[src/rtl/jk_eval_pkg.sv]
// Shared types and the fixed J/K stimulus table
// for the JK cell evaluation driver.
package jk_eval_pkg;

  typedef logic [1:0] jk_vec_t;

  localparam jk_vec_t JK_HOLD   = 2'b00;
  localparam jk_vec_t JK_RESET  = 2'b01;
  localparam jk_vec_t JK_SET    = 2'b10;
  localparam jk_vec_t JK_TOGGLE = 2'b11;

  localparam int JK_NUM = 16;

  localparam jk_vec_t JK_VECTORS [JK_NUM] = '{
    JK_SET,    JK_HOLD,  JK_RESET, JK_HOLD,
    JK_SET,    JK_SET,   JK_RESET, JK_RESET,
    JK_HOLD,   JK_TOGGLE, JK_RESET, JK_SET,
    JK_HOLD,   JK_TOGGLE, JK_SET,   JK_HOLD
  };

  typedef enum logic [2:0] {
    IDLE,
    INIT,
    APPLY,
    SAMPLE,
    FINISH
  } state_t;

  // 11 is only meaningful as a score when toggles are checked
  function automatic logic is_scored(
    jk_vec_t v,
    logic    check_toggle
  );
    return !(v == JK_TOGGLE && !check_toggle);
  endfunction

endpackage

[src/rtl/jk_golden_model.sv]
// Reference JK state tracked alongside the applied vectors,
// plus the decision whether the current vector is scored.
module jk_golden_model
  import jk_eval_pkg::*;
#(
  parameter bit CHECK_TOGGLE = 1'b0
) (
  input  logic    clk,
  input  logic    rst,
  input  logic    init,
  input  logic    upd,
  input  jk_vec_t upd_vec,
  input  jk_vec_t cur_vec,
  output logic    golden_q,
  output logic    golden_valid,
  output logic    check
);

  logic q_base;
  logic v_base;
  logic q_next;
  logic v_next;

  // init and a same-cycle update compose: update applies on top of init
  always_comb begin
    q_base = init ? 1'b0 : golden_q;
    v_base = init ? 1'b1 : golden_valid;
    q_next = q_base;
    v_next = v_base;
    if (upd) begin
      case (upd_vec)
        JK_RESET: begin
          q_next = 1'b0;
          v_next = 1'b1;
        end
        JK_SET: begin
          q_next = 1'b1;
          v_next = 1'b1;
        end
        JK_TOGGLE: begin
          if (CHECK_TOGGLE) q_next = ~q_base;
          else              v_next = 1'b0;
        end
        default: ;
      endcase
    end
  end

  always_ff @(posedge clk or posedge rst) begin
    if (rst) begin
      golden_q     <= 1'b0;
      golden_valid <= 1'b0;
    end else begin
      golden_q     <= q_next;
      golden_valid <= v_next;
    end
  end

  assign check = golden_valid && is_scored(cur_vec, CHECK_TOGGLE);

endmodule

[src/rtl/jk_eval_driver.sv]
// Applies the J/K vector table to one evolved JK cell,
// samples its synchronized Q and scores it against a golden model.
module jk_eval_driver
  import jk_eval_pkg::*;
#(
  parameter int SETTLE_CYCLES = 4,
  parameter int NUM_VECTORS   = 16,
  parameter bit CHECK_TOGGLE  = 1'b0,
  parameter int CNT_W         = 5
) (
  input  logic             clk,
  input  logic             rst,
  input  logic             start,
  output logic [1:0]       dut_in,
  input  logic             dut_out,
  output logic             busy,
  output logic             done,
  output logic             pass,
  output logic [CNT_W-1:0] err_count,
  output logic [CNT_W-1:0] scored_count
);

  localparam int SW = $clog2(SETTLE_CYCLES + 1);
  localparam int IW = 4;
  localparam logic [SW-1:0] SLAST = SW'(SETTLE_CYCLES - 1);
  localparam logic [IW-1:0] ILAST = IW'(NUM_VECTORS - 1);

  state_t        state;
  state_t        state_n;
  logic [SW-1:0] cnt;
  logic [SW-1:0] cnt_n;
  logic [IW-1:0] idx;
  logic [IW-1:0] idx_n;
  logic          q_m;
  logic          q_s;
  logic          init;
  logic          upd;
  logic          check;
  logic          golden_q;
  logic          golden_valid;
  jk_vec_t       cur_vec;
  jk_vec_t       upd_vec;

  assign cur_vec = JK_VECTORS[idx];
  assign upd_vec = JK_VECTORS[idx_n];

  always_comb begin
    state_n = state;
    cnt_n   = cnt;
    idx_n   = idx;
    init    = 1'b0;
    upd     = 1'b0;
    unique case (state)
      IDLE: begin
        if (start) begin
          state_n = INIT;
          cnt_n   = '0;
        end
      end
      INIT: begin
        init = 1'b1;
        if (cnt == SLAST) begin
          state_n = APPLY;
          cnt_n   = '0;
          idx_n   = '0;
          upd     = 1'b1;
        end else begin
          cnt_n = cnt + SW'(1);
        end
      end
      APPLY: begin
        if (cnt == SLAST) begin
          state_n = SAMPLE;
          cnt_n   = '0;
        end else begin
          cnt_n = cnt + SW'(1);
        end
      end
      SAMPLE: begin
        if (idx == ILAST) begin
          state_n = FINISH;
        end else begin
          state_n = APPLY;
          idx_n   = idx + IW'(1);
          upd     = 1'b1;
        end
      end
      FINISH:  state_n = IDLE;
      default: state_n = IDLE;
    endcase
  end

  always_ff @(posedge clk or posedge rst) begin
    if (rst) begin
      state        <= IDLE;
      cnt          <= '0;
      idx          <= '0;
      q_m          <= 1'b0;
      q_s          <= 1'b0;
      err_count    <= '0;
      scored_count <= '0;
    end else begin
      state <= state_n;
      cnt   <= cnt_n;
      idx   <= idx_n;
      q_m   <= dut_out;
      q_s   <= q_m;
      if (state == IDLE && start) begin
        err_count    <= '0;
        scored_count <= '0;
      end else if (state == SAMPLE && check) begin
        scored_count <= scored_count + CNT_W'(1);
        if (q_s != golden_q)
          err_count <= err_count + CNT_W'(1);
      end
    end
  end

  jk_golden_model #(
    .CHECK_TOGGLE(CHECK_TOGGLE)
  ) u_golden (
    .clk         (clk),
    .rst         (rst),
    .init        (init),
    .upd         (upd),
    .upd_vec     (upd_vec),
    .cur_vec     (cur_vec),
    .golden_q    (golden_q),
    .golden_valid(golden_valid),
    .check       (check)
  );

  // decoded from state so async reset forces 00 immediately
  always_comb begin
    dut_in = JK_HOLD;
    if (state == INIT)
      dut_in = JK_RESET;
    else if (state == APPLY || state == SAMPLE)
      dut_in = cur_vec;
  end

  assign busy = (state == INIT) || (state == APPLY) ||
                (state == SAMPLE);
  assign done = (state == FINISH);
  assign pass = ((state == IDLE) || (state == FINISH)) &&
                (err_count == '0) && (scored_count != '0);

endmodule

[config.mk]
export PLATFORM = sky130hd
export DESIGN_NAME = jk_eval_driver
export DESIGN_NICKNAME = d
export VERILOG_FILES = /design/src/rtl/jk_eval_pkg.sv /design/src/rtl/jk_golden_model.sv /design/src/rtl/jk_eval_driver.sv
export SDC_FILE = /design/constraint.sdc
export NUM_CORES = 1
export LEC_CHECK = 0
export BUFFER_PORTS_ARGS = -buffer_cell sky130_fd_sc_hd__buf_2
export CORE_UTILIZATION = 30
export DETAILED_ROUTE_END_ITERATION = 12
export PLACE_DENSITY = 0.56
export SETUP_SLACK_MARGIN = 0.4
export SYNTH_ARGS = -nofsm -noshare
export SYNTH_HDL_FRONTEND = slang
export SYNTH_SLANG_ARGS = --single-unit
[constraint.sdc]
create_clock -name clk -period 4.5 [get_ports clk]
set_input_delay 0.9 -clock clk [delete_from_list [all_inputs] [get_ports clk]]
set_output_delay 0.9 -clock clk [all_outputs]
set_load 0.005 [all_outputs]
# ---- Word level (Yosys, flattened, before mapping)
# Memories as Yosys holds them, arrays and structs flattened.
# Cells that the tools add are included.
dict set report totals {
  ff_bits 24
  memories 2
  in_bits 4
  rom_bits 64
}
# name depth word_bits read_ports rd_clocked_by_memory_dff wr line_no
set memory_table {}
lappend memory_table {{(name not given)} 16 2 1 0 0 jk_eval_driver.sv:45} ;# assign upd_vec = JK_VECTORS[idx_n];
lappend memory_table {{(name not given)} 16 2 1 0 0 jk_eval_driver.sv:44} ;# assign cur_vec = JK_VECTORS[idx];
dict set report classes {
  n_bitwise 2
  magnitude_cmp 2
  add_sub_neg 4
  reduce_logical 21
  n_eq_ne 14
  mux 32
}
# operator count
set ops {}
lappend ops {{$mux 5} 5}
lappend ops {{$mux 3} 6}
lappend ops {{$mux 2} 6}
lappend ops {{$pmux 3 s4} 1}
lappend ops {{$add 5x1->5 const B} 2}
lappend ops {{$ge 5x5->1 const B} 2}
lappend ops {{$not 4->5} 2}
lappend ops {{$eq 3x2->1 const B} 3}
lappend ops {{$mux 4} 2}
lappend ops {{$pmux 4 s2} 1}
lappend ops {{$mux 1} 7}
lappend ops {{$eq 2x2->1 const B} 3}
lappend ops {{$ne 2x2->1 const B} 3}
lappend ops {{$pmux 1 s2} 3}
lappend ops {{$pmux 3 s2} 1}
lappend ops {{$reduce_bool 2->1} 3}
lappend ops {{$logic_and 1x1->1} 5}
lappend ops {{$logic_not 5->1} 1}
lappend ops {{$reduce_bool 5->1} 1}
lappend ops {{$add 4x1->4 const B} 1}
lappend ops {{$eq 4x4->1 const B} 1}
lappend ops {{$logic_or 1x1->1} 4}
lappend ops {{$reduce_and 2->1} 2}
lappend ops {{$reduce_or 2->1} 2}
lappend ops {{other kinds (8)} 8}

# ---- Logic depth before layout (Yosys ltp)
# Gate-level depths: netlist (run 1).
dict set report depth {
  ltp_word 11
  ltp_mapped 14
  depth_no_buf 14
}

# ---- Hierarchy
# A second synthesis (run 1) with hierarchy kept.
dict set report hier_totals {
  hier_cells 155
  area_unflattened_um2 1620.3
}
# module cells_each seq_area_each_um2 area_per_inst_um2 n_inst
set by_module_without_submodules {}
lappend by_module_without_submodules {jk_eval_driver 140 550.5 1476.4 1}
lappend by_module_without_submodules {jk_golden_model 15 50.0 143.9 1}

# ---- Worst setup path after synthesis (run 1)
# No wires, ideal clock.
dict set report synth_path {
  path_kind {reg2reg}
  startpoint {register cnt[0]}
  endpoint {register u_golden.golden_q}
  period_less_slack_ps 2487
  arrival_time_ps 2356
  path_stages_with_launch 11
  t_required_ps 4369
  slack_ps 2013
  setup_time_ps 131
  path_cell_list {dfrtp_1 ha_1 and2b_1 o21ai_1 a211o_1 ha_1 mux2i_1 mux2_2 ha_1 o221ai_1 o21ai_0}
}
dict set report synth_between {
  elab_chain_len 10
  word_cells_on_any_way 13
}
# element line_no
set synth_rtl {}
lappend synth_rtl {{start: declaration} jk_eval_driver.sv:30} ;# logic [SW-1:0] cnt;
lappend synth_rtl {{start signal: assignment} jk_eval_driver.sv:104} ;# cnt <= cnt_n;
lappend synth_rtl {{$eq 3x2->1 *} jk_eval_driver.sv:62} ;# if (cnt == SLAST) begin
lappend synth_rtl {{$mux 4} jk_eval_driver.sv:62}
lappend synth_rtl {{$pmux 4 s2} jk_eval_driver.sv:53} ;# unique case (state)
lappend synth_rtl {{$not 4->5 (not written as such)} jk_eval_driver.sv:45}
lappend synth_rtl {{$mem_v2 16x2} --}
lappend synth_rtl {{$mux 2 (not written as such) (2 in series)} jk_eval_driver.sv:45}
lappend synth_rtl {{$eq 2x2->1 / $eq 2x1->1 (equally long branches)} jk_golden_model.sv:31} ;# case (upd_vec)
lappend synth_rtl {{$pmux 1 s2} jk_golden_model.sv:31}
lappend synth_rtl {{$mux 1 *} jk_golden_model.sv:30} ;# if (upd) begin
lappend synth_rtl {{named net u_golden.q_next} jk_golden_model.sv:21} ;# logic q_next;
lappend synth_rtl {{end signal: assignment} jk_golden_model.sv:54} ;# golden_q <= q_next;
lappend synth_rtl {{end: declaration} jk_golden_model.sv:14} ;# output logic golden_q,
# Mark *: on every way through the listed nets, which the timed path passes. The rest lies on a longest branch. The select of a mux whose other input is x is not followed.
# A chain may end at the register's enable or synchronous reset.

# ---- Final worst setup path (run 1)
dict set report layout_path {
  startpoint {register idx[0]}
  endpoint {output dut_in[1]}
}
dict set report layout_between {
  elab_chain_len 6
}
# element line_no
set layout_rtl {}
lappend layout_rtl {{start: declaration} jk_eval_driver.sv:32} ;# logic [IW-1:0] idx;
lappend layout_rtl {{start signal: assignment} jk_eval_driver.sv:105} ;# idx <= idx_n;
lappend layout_rtl {{$not 4->5 (not written as such)} jk_eval_driver.sv:44}
lappend layout_rtl {{$mem_v2 16x2} --}
lappend layout_rtl {{$mux 2 (not written as such) (2 in series)} jk_eval_driver.sv:44}
lappend layout_rtl {{$mux 2} jk_eval_driver.sv:138} ;# else if (state == APPLY || state == SAMPLE)
lappend layout_rtl {{$mux 2} jk_eval_driver.sv:136} ;# if (state == INIT)
lappend layout_rtl {{end: declaration} jk_eval_driver.sv:14} ;# output logic [1:0] dut_in,
# No other way between the ends. The select of a mux whose other input is x is not followed.

==> results of run 1 <==
-- synthesized netlist by cell type (2+ instances only) --
master and instances:
sky130_fd_sc_hd__dfrtp_1 24, sky130_fd_sc_hd__nor2_1 14, sky130_fd_sc_hd__ha_1 13, sky130_fd_sc_hd__inv_1 13
sky130_fd_sc_hd__nand2_1 13, sky130_fd_sc_hd__mux2i_1 12, sky130_fd_sc_hd__a21oi_1 6, sky130_fd_sc_hd__nor3_1 6
sky130_fd_sc_hd__nand3_1 5, sky130_fd_sc_hd__xnor2_1 4, sky130_fd_sc_hd__a211oi_1 3, sky130_fd_sc_hd__and3_1 3
sky130_fd_sc_hd__clkbuf_1 3, sky130_fd_sc_hd__o21ai_0 3, sky130_fd_sc_hd__a211o_1 2, sky130_fd_sc_hd__a21o_1 2
sky130_fd_sc_hd__a21oi_2 2, sky130_fd_sc_hd__and2_1 2, sky130_fd_sc_hd__and2b_1 2, sky130_fd_sc_hd__mux2_2 2
sky130_fd_sc_hd__mux4_2 2, sky130_fd_sc_hd__nand2b_1 2, sky130_fd_sc_hd__nand3b_1 2, sky130_fd_sc_hd__nand4_1 2
sky130_fd_sc_hd__nor4_1 2, sky130_fd_sc_hd__o21a_1 2
-- flip-flops by register name, summed over array words and instances (netlist names) --
signal                 count
cnt                        3
err_count                  5
idx                        4
q_m                        1
q_s                        1
scored_count               5
state                      3
u_golden.golden_q          1
u_golden.golden_valid      1
-- worst max-delay path, delay by kind of cell (launching register included) --
kind | cells | cell delay (ns)
adders and majority gates | 1 | 0.34
DFF | 1 | 0.48
buffers and inverters | 2 | 0.25
muxes | 1 | 0.59
and+or+nand+nor | 1 | 0.23
-- logic make-up after synthesis --
group	after synthesis	synth area share (%)
XOR/XNOR	5	2.71
adder cells (fa/ha/maj)	13	10.1
multiplexers	16	11.6
AO/OA/AOI/OAI	30	14.4
AND/OR/NAND/NOR	58	18.6
flip-flops	24	37.2
buffers and inverters	21	5.49
-- final cells by class --
class / instances / area [um^2]
Fill cell: 554 / 3330
Multi-Input combinational cell: 122 / 927
Sequential cell: 24 / 601
Timing Repair Buffer: 18 / 90.1
Tap cell: 70 / 87.6
Clock buffer: 4 / 55.1
Inverter: 14 / 52.6
-- per-layer routing --
layer / wire [um] / part of all wire (%) / vias up / track usage, %
li1: - / - / 623 / -
met3: 111 / 3.3 / 4 / 3.17
met1: 1670 / 50 / 589 / 18.2
met4: 48 / 1.4 / 0 / 4.94
met2: 1530 / 45 / 22 / 20.7
met5: 0 / 0 / - / 0
-- per-stage QoR --
stage          power [mW]  hold slack [ns]  instance area [um^2]  setup slack (ns)  util (%)
2_1_floorplan       0.923            0.331                  1620              2.01         -
3_3_place_gp         1.09            0.333                  1760              1.60      34.2
3_5_place_dp         1.09            0.346                  1760              1.51      34.2
4_1_cts              1.25            0.368                  1810              1.42      35.3
5_1_grt              1.37            0.373                  1810              1.14      35.3
6_report             1.24            0.366                  1810              1.44      35.3
-- worst max path at each step --
stage	depth (start not counted)	startpoint	end
floorplan	10	cnt[0]	u_golden.golden_q
global placement	9	state[1]	u_golden.golden_valid
detailed placement	9	state[1]	u_golden.golden_q
CTS	5	idx[0]	dut_in[1]
global route	9	state[1]	u_golden.golden_q
finish	5	idx[0]	dut_in[1]
-- where the power goes --
part / internal [mW] / switching, mW / total [mW] / leakage, nW
Clock: 0.0782 / 0.0717 / 0.150 / 0.0288
Combinational: 0.317 / 0.359 / 0.676 / 0.526
Sequential: 0.288 / 0.122 / 0.410 / 0.305
Total: 0.683 / 0.553 / 1.24 / 0.859
==> results.cfg, run 1 <==
[worst_hold_path]
min-delay-path-class = flop to flop
hold-path-endpoint = q_s
hp-start = q_m
hold_depth = 0

[routing]
routedWlPerCell_um = 13.3
dr_vias = 1238
drt_first_pass_iters = 4
routed_wl_mm = 3.36
drtAntennaViolNets = 0
initialDrtViolationCount = 50
vias_per_cell = 4.91
drc_errors = 0

[worst_setup_path]
crit_path_max_fanout = 7
cp_cell_sequence = inv_1 -> ha_1 -> mux4_2 -> and3_1 -> buf_2
cpMaxStageDelayCell = sky130_fd_sc_hd__mux4_2
worst_setup_path_start_kind = flop
rr_endpoint = u_golden.golden_q
worst_path_largest_cell_delay_ns = 0.59
cp-end-kind = output port
critical_path.reg2reg.startpoint = state[1]
crit_arrival_ns = 2.16
timing.reg2reg.setup_slack_ns = 1.46
worst-endpoint-required_ns = 3.60
critical_setup_path_class = flop to output port
r2r_cells = 9

[synth]
syn_area_cell_um2 = 9.68
yosysWarnings = 0
ys_dominant_reg_cell = sky130_fd_sc_hd__dfrtp_1
yosys.cell_types.count = 47
post-synth-top-area-cell = sky130_fd_sc_hd__dfrtp_1
postSynthNetCount = 184
synth-edff-count = 0
synth_area_mm2 = 0.00162
seq_area_frac_synth_pct = 37.2
mapped_cells = 167
synth_largest_type_area_fraction_pct = 37.2
post_synthesis_sequential_element_count = 24
netlist_top_cells_area = sky130_fd_sc_hd__dfrtp_1 37%, sky130_fd_sc_hd__ha_1 10%, sky130_fd_sc_hd__mux2i_1 7.4%
synth-async-reset-ratio_pct = 100

[layout]
antenna-diode-count = 0
finalNetCount = 200
most_common_cell_after_layout_fill_and_taps_aside = sky130_fd_sc_hd__dfrtp_1
area_delta_synth_final_pct = 12.2
drive_gt1_share_pct = 15.9
layout.cells.non_filler = 252
top_library_cells_by_usage_in_the_layout_fill_and_taps_aside = 24 x sky130_fd_sc_hd__dfrtp_1, 18 x sky130_fd_sc_hd__buf_2, 14 x sky130_fd_sc_hd__nor2_1

[pwr]
p_per_area_mw_per_mm2 = 682
ir_drop_uv = 186
power_leakage_nw = 0.859

[global_routing]
grt_start_max_net_pins = 25
total_track_usage_pct = 13.4
grt_first_pass_wirelength_mm = 5.65
grt_remaining_overflow = 0
vias_in_the_first_global_route = 1150
grt_antenna_before_repair = 0

[sta]
fin_crit_ns = 3.06
share_of_the_clock_period_used_by_the_worst_path_after_layout_pct = 68.1
number_of_pins_with_negative_max_slew_slack_in_the_final_report = 0
fmax_mhz = 327
setup_total_negative_slack_ns = 0
max_slew.worst_pin.slew_ns = 0.975
report.final.setup_viol = 0
rsz0062_at_grt = false
max_slew_margin_pct = 34.9
clock_skew_ns = 0.00914
hold_viol_final = 0

[clock_tree]
cts_hold_bufs = 0
worst_skew_pair_latency_ns = 0.27
cts_made_buffers = 3
clock_path_buffers = 2
cts.htree.levels = 1
post_cts_resized = 0
tritoncts = done
postCtsSetupBuffers = 0
cts_num_sinks = 24
path_clk_slew_ns = 0.08
clock_root_buffer = sky130_fd_sc_hd__clkbuf_8

[floorplan]
initial_core_util_pct = 31.5
core_box_area_mm2 = 0.00514
count_of_standard_cell_rows = 26
design.portCount = 19
die_y_um = 75.4
chipWidth_um = 75.4
dieArea_mm2 = 0.00569

[placed_design]
placement.io_buffers = 18
dp_hpwl_mm = 2.44
place.detailed.instances = 248
globalplace.congestion = 0.751

[run]
maxCapViolations = 0

[run_status]
status = completed
No activity file was read; power rests on OpenSTA's default activity.
==> inputs of run 2 (changes only) <==
==> constraint.sdc (replaced) <==
create_clock -name clk -period 2.93 [get_ports clk]
set_input_delay 0.586 -clock clk [delete_from_list [all_inputs] [get_ports clk]]
set_output_delay 0.586 -clock clk [all_outputs]
set_load 0.005 [all_outputs]
==> results.cfg, run 2 (synthesis gave the netlist of run 1 again) <==
[sta]
max_slew_margin_pct = 36.0
clock_skew_ns = 0.00702
fmax_mhz = 397
setup_total_negative_slack_ns = 0
hold_viol_final = 0
max_slew.worst_pin.slew_ns = 0.959
fin_crit_ns = 2.52
rsz0062_at_grt = true
share_of_the_clock_period_used_by_the_worst_path_after_layout_pct = 85.9
report.final.setup_viol = 0
number_of_pins_with_negative_max_slew_slack_in_the_final_report = 0

[floorplan]
design.portCount = 19
core_box_area_mm2 = 0.00514
die_y_um = 75.4
chipWidth_um = 75.4
initial_core_util_pct = 31.5
dieArea_mm2 = 0.00569
count_of_standard_cell_rows = 26

[pwr]
ir_drop_uv = 381
total_power_mw = 2.45
power_leakage_nw = 0.948
p_per_area_mw_per_mm2 = 1160

[worst_setup_path]
crit_arrival_ns = 1.93
critical_path.reg2reg.startpoint = idx[1]
worst-endpoint-required_ns = 2.34
timing.reg2reg.setup_slack_ns = 0.42
r2r_cells = 10
cp-end-kind = output port
critical_setup_path_class = flop to output port
worst_setup_path_start_kind = flop
rr_endpoint = u_golden.golden_valid
crit_path_max_fanout = 4

[layout]
finalNetCount = 217
multiInputGateArea_mm2 = 0.00110
area_delta_synth_final_pct = 30.7
top_library_cells_by_usage_in_the_layout_fill_and_taps_aside = 21 x sky130_fd_sc_hd__dfrtp_1, 18 x sky130_fd_sc_hd__buf_2, 17 x sky130_fd_sc_hd__buf_4
finish.utilization_pct = 41.1
total_area_of_sequential_cells_um2 = 604
top_regs = err_count (5), scored_count (5), idx (4)
antenna-diode-count = 0
layout.filler_cells = 518
drive_gt1_share_pct = 36.9
most_common_cell_after_layout_fill_and_taps_aside = sky130_fd_sc_hd__dfrtp_1

[routing]
dr_vias = 1346
routed_wl_mm = 3.90
drt_first_pass_iters = 4
routedWlPerCell_um = 14.5
vias_per_cell = 5.02
drtAntennaViolNets = 0
initialDrtViolationCount = 59
drc_errors = 0

[clock_tree]
path_clk_slew_ns = 0.08
tritoncts = done
cts_hold_bufs = 0
cts_made_buffers = 3
cts.htree.levels = 1
clock_root_buffer = sky130_fd_sc_hd__clkbuf_8
cts_num_sinks = 24
worst_skew_pair_latency_ns = 0.27
clock_path_buffers = 2

[global_routing]
vias_in_the_first_global_route = 1269
grt_antenna_before_repair = 0
grtUsageMet3_pct = 2.78
grt_start_max_net_pins = 25
busiest_layer = met2
met1_usage_pct = 19.1
grt_first_pass_wirelength_mm = 6.19
globalRouteMet2Util_pct = 25.0
total_track_usage_pct = 14.5
grt_remaining_overflow = 0

[worst_hold_path]
hold-path-endpoint = q_s
hp-start = q_m
min-delay-path-class = flop to flop
hold_depth = 0

[placed_design]
globalplace.congestion = 0.799
dp_hpwl_mm = 2.57
placement.io_buffers = 18

[run]
maxCapViolations = 0

[run_status]
status = completed
run 2: layout make-up:
type / count / area share, %
Clock buffer: 3 / 1.95
Inverter: 14 / 2.84
Multi-Input combinational cell: 122 / 52.1
Sequential cell: 24 / 28.6
Tap cell: 70 / 4.15
Timing Repair Buffer: 35 / 10.3
run 2: worst max-delay path: stages, from the launching register on:
cell and delay (ns):
sky130_fd_sc_hd__dfrtp_2 0.47, sky130_fd_sc_hd__buf_4 0.18, sky130_fd_sc_hd__ha_1 0.20, sky130_fd_sc_hd__mux4_2 0.50, sky130_fd_sc_hd__o21a_1 0.19, sky130_fd_sc_hd__buf_2 0.12
run 2: how the worst max path moves through the flow:
stage	end	from
detailed placement	u_golden.golden_q	cnt[0]
global placement	u_golden.golden_valid	cnt[0]
CTS	u_golden.golden_q	idx[1]
finish	dut_in[0]	idx[0]
floorplan	u_golden.golden_q	cnt[0]
global route	u_golden.golden_q	idx[1]
run 2: through the flow:
step | hold WS [ns] | instance area [um^2] | cells | setup WS [ns]
floorplan | 0.331 | 1620 | 167 | 0.443
global placement | 0.333 | 1800 | 253 | 0.183
detailed placement | 0.337 | 1800 | 253 | 0.130
CTS | 0.358 | 1940 | 264 | 0.353
global route | 0.376 | 2110 | 268 | 0.326
finish | 0.354 | 2110 | 268 | 0.413
run 2: report_power, final:
group | switching, mW | total [mW] | internal, mW
Sequential | 0.162 | 0.609 | 0.447
Combinational | 0.827 | 1.64 | 0.815
Clock | 0.111 | 0.203 | 0.0923
run 2: repair_timing:
item / 4_1_cts / 5_1_grt
resized for setup: 14 / 26
setup buffers: 8 / 4
setup endpoints to repair: 4 / 3
pin swaps: 1 / 6
run 2: layer usage:
metal,wire [um],up-vias
met5,0,-
met4,66,0
met3,119,6
met2,1920,24
met1,1790,651
li1,-,665
==> inputs of run 3 (changes only) <==
--- a/config.mk
+++ b/config.mk
@@ -6,9 +6,9 @@
 export NUM_CORES = 1
 export LEC_CHECK = 0
 export BUFFER_PORTS_ARGS = -buffer_cell sky130_fd_sc_hd__buf_2
-export CORE_UTILIZATION = 30
+export CORE_UTILIZATION = 40
 export DETAILED_ROUTE_END_ITERATION = 12
-export PLACE_DENSITY = 0.56
+export PLACE_DENSITY = 0.67
 export SETUP_SLACK_MARGIN = 0.4
 export SYNTH_ARGS = -nofsm -noshare
 export SYNTH_HDL_FRONTEND = slang
==> results.cfg, run 3 (synthesis gave the netlist of run 1 again) <==
[floorplan]
core_box_area_mm2 = 0.00377
count_of_standard_cell_rows = 22
dieArea_mm2 = 0.00430
chipWidth_um = 65.6
die_y_um = 65.6
initial_core_util_pct = 42.9
design.portCount = 19

[pwr]
power_leakage_nw = 0.953
power.net_switching_mw = 1.20
total_power_mw = 2.67
ir_drop_uv = 861
clock_power_share_pct = 7.4
p_int_mw = 1.47
power.share.sequential_pct = 23.5
p_per_area_mw_per_mm2 = 1250
net_sw_share_pct = 44.9
power.share.combinational_pct = 69.1

[layout]
top_regs = err_count (5), scored_count (5), idx (4)
layout.filler_cells = 324
area_delta_synth_final_pct = 32.7
antenna-diode-count = 0
finalNetCount = 217
top_library_cells_by_usage_in_the_layout_fill_and_taps_aside = 20 x sky130_fd_sc_hd__dfrtp_1, 18 x sky130_fd_sc_hd__buf_2, 17 x sky130_fd_sc_hd__buf_4
drive_gt1_share_pct = 40.9
most_common_cell_after_layout_fill_and_taps_aside = sky130_fd_sc_hd__dfrtp_1
finish.utilization_pct = 56.9
fin_area_mm2 = 0.00214

[placed_design]
dp_hpwl_mm = 2.59
globalplace.congestion = 0.834
placement.io_buffers = 18
pre_cts_ws_ns = 0.100
post_dp_cell_area_mm2 = 0.00176

[sta]
rsz0062_at_grt = true
number_of_pins_with_negative_max_slew_slack_in_the_final_report = 0
max_slew.worst_pin.slew_ns = 0.914
clock_skew_ns = 0.00289
fmax_mhz = 385
timing.final.ws_setup_ns = 0.331
hold_viol_final = 0
share_of_the_clock_period_used_by_the_worst_path_after_layout_pct = 88.7
report.final.setup_viol = 0
setup_total_negative_slack_ns = 0
fin_crit_ns = 2.60
max_slew_margin_pct = 39.0

[global_routing]
grt_antenna_before_repair = 0
grt_remaining_overflow = 0
grtUsageMet3_pct = 1.74
busiest_layer = met2
met1_usage_pct = 21.1
vias_in_the_first_global_route = 1417
total_track_usage_pct = 18.8
globalRouteMet2Util_pct = 36.3
grt_start_max_net_pins = 25
grt_first_pass_wirelength_mm = 6.22

[routing]
drtAntennaViolNets = 0
initialDrtViolationCount = 88
dr_vias = 1426
vias_per_cell = 5.80
drt_first_pass_iters = 4
routed_wl_mm = 3.99
drc_errors = 0
routedWlPerCell_um = 16.2

[worst_setup_path]
crit_path_max_fanout = 4
timing.critical_path.mode_cell = sky130_fd_sc_hd__ha_4
cp-end-kind = flop
worst_setup_path_start_kind = flop
timing.reg2reg.setup_slack_ns = 0.33
cp_cell_sequence = ha_4 -> and3_4 -> nor4_4 -> a211oi_4 -> inv_2 -> ha_4 -> inv_1 -> mux2i_2 -> mux2i_4 -> ha_4 -> buf_4 -> nor3b_2 -> nor2_1
cp.buffers_inverters = 3
worst_path_largest_cell_delay_ns = 0.47
crit_arrival_ns = 2.76
critical_setup_path_class = flop to flop
worst-endpoint-required_ns = 3.09
critical_path.reg2reg.startpoint = idx[0]
cpMaxStageDelayCell = sky130_fd_sc_hd__dfrtp_2
critical-path-top-delay-family = simple AND/OR/NAND/NOR gates
rr_endpoint = u_golden.golden_valid
r2r_cells = 13
worstSetupPathDepth = 13
timing.critical_path.to = u_golden.golden_valid
critPathLaunch = idx[0]

[run_status]
status = completed

[clock_tree]
cts_num_sinks = 24
worst_skew_pair_latency_ns = 0.27
path_clk_slew_ns = 0.08
cts_made_buffers = 3
clock_root_buffer = sky130_fd_sc_hd__clkbuf_8
cts.htree.levels = 1
clock_path_buffers = 2
tritoncts = done

[run]
maxCapViolations = 0

[worst_hold_path]
min-delay-path-class = flop to flop
hold_depth = 0
[run 3: cell types whose count changed in the layout (fill, tap and decap cells not counted), sizes merged]
| cell | change |
|---|---|
| inv | -1 |
| clkinvlp | +1 |
[run 3: worst reg2reg max path, stage by stage (launching register included)]
cell,delay [ns]
sky130_fd_sc_hd__dfrtp_2,0.47
sky130_fd_sc_hd__ha_4,0.19
sky130_fd_sc_hd__and3_4,0.20
sky130_fd_sc_hd__nor4_4,0.34
sky130_fd_sc_hd__a211oi_4,0.10
sky130_fd_sc_hd__inv_2,0.10
sky130_fd_sc_hd__ha_4,0.13
sky130_fd_sc_hd__inv_1,0.04
sky130_fd_sc_hd__mux2i_2,0.21
sky130_fd_sc_hd__mux2i_4,0.13
sky130_fd_sc_hd__ha_4,0.19
sky130_fd_sc_hd__buf_4,0.13
sky130_fd_sc_hd__nor3b_2,0.18
sky130_fd_sc_hd__nor2_1,0.07
[run 3: how the worst min path moves through the flow]
| stage | from | end | slack, ns |
|---|---|---|---|
| floorplan | q_m | q_s | 0.33 |
| CTS | q_m | q_s | 0.36 |
| global placement | q_m | q_s | 0.33 |
| finish | q_m | q_s | 0.35 |
| global route | q_m | q_s | 0.36 |
| detailed placement | q_m | q_s | 0.34 |
[run 3: metrics by stage]
step | hold slack (ns) | cells
2_1_floorplan | 0.331 | 167
3_3_place_gp | 0.334 | 230
3_5_place_dp | 0.337 | 230
4_1_cts | 0.356 | 241
5_1_grt | 0.358 | 246
6_report | 0.353 | 246
[run 3: power groups by stage]
stage / clock (mW) / sequential, mW / combinational [mW]
finish: 0.198 / 0.627 / 1.85
global route: 0.210 / 0.643 / 2.00
CTS: 0.204 / 0.596 / 1.29
detailed placement: 0 / 0.607 / 1.12
global placement: 0 / 0.590 / 1.06
floorplan: 0 / 0.551 / 0.866
[run 3: final cells by class]
type                    count  area [um^2]  area share (%)
clock buffers               3         41.3            1.93
multi-input cells         122         1160            54.0
inverters                  14         61.3            2.86
well taps                  48         60.1            2.80
repair buffers             35          218            10.2
flip-flops and latches     24          606            28.2
[run 3: routing by layer]
metal	routed length [um]	share of wire (%)
met1	1610	40
met3	169	4.2
met4	98	2.5
met5	0	0
met2	2120	53
[run 3: what timing repair did]
action / 4_1_cts / 5_1_grt
setup buffers: 8 / 5
gates resized for setup: 17 / 35
hold buffers: 0 / 0
cloned: 0 / 0
endpoints found under the setup margin: 4 / 3
pin swaps: 1 / 10
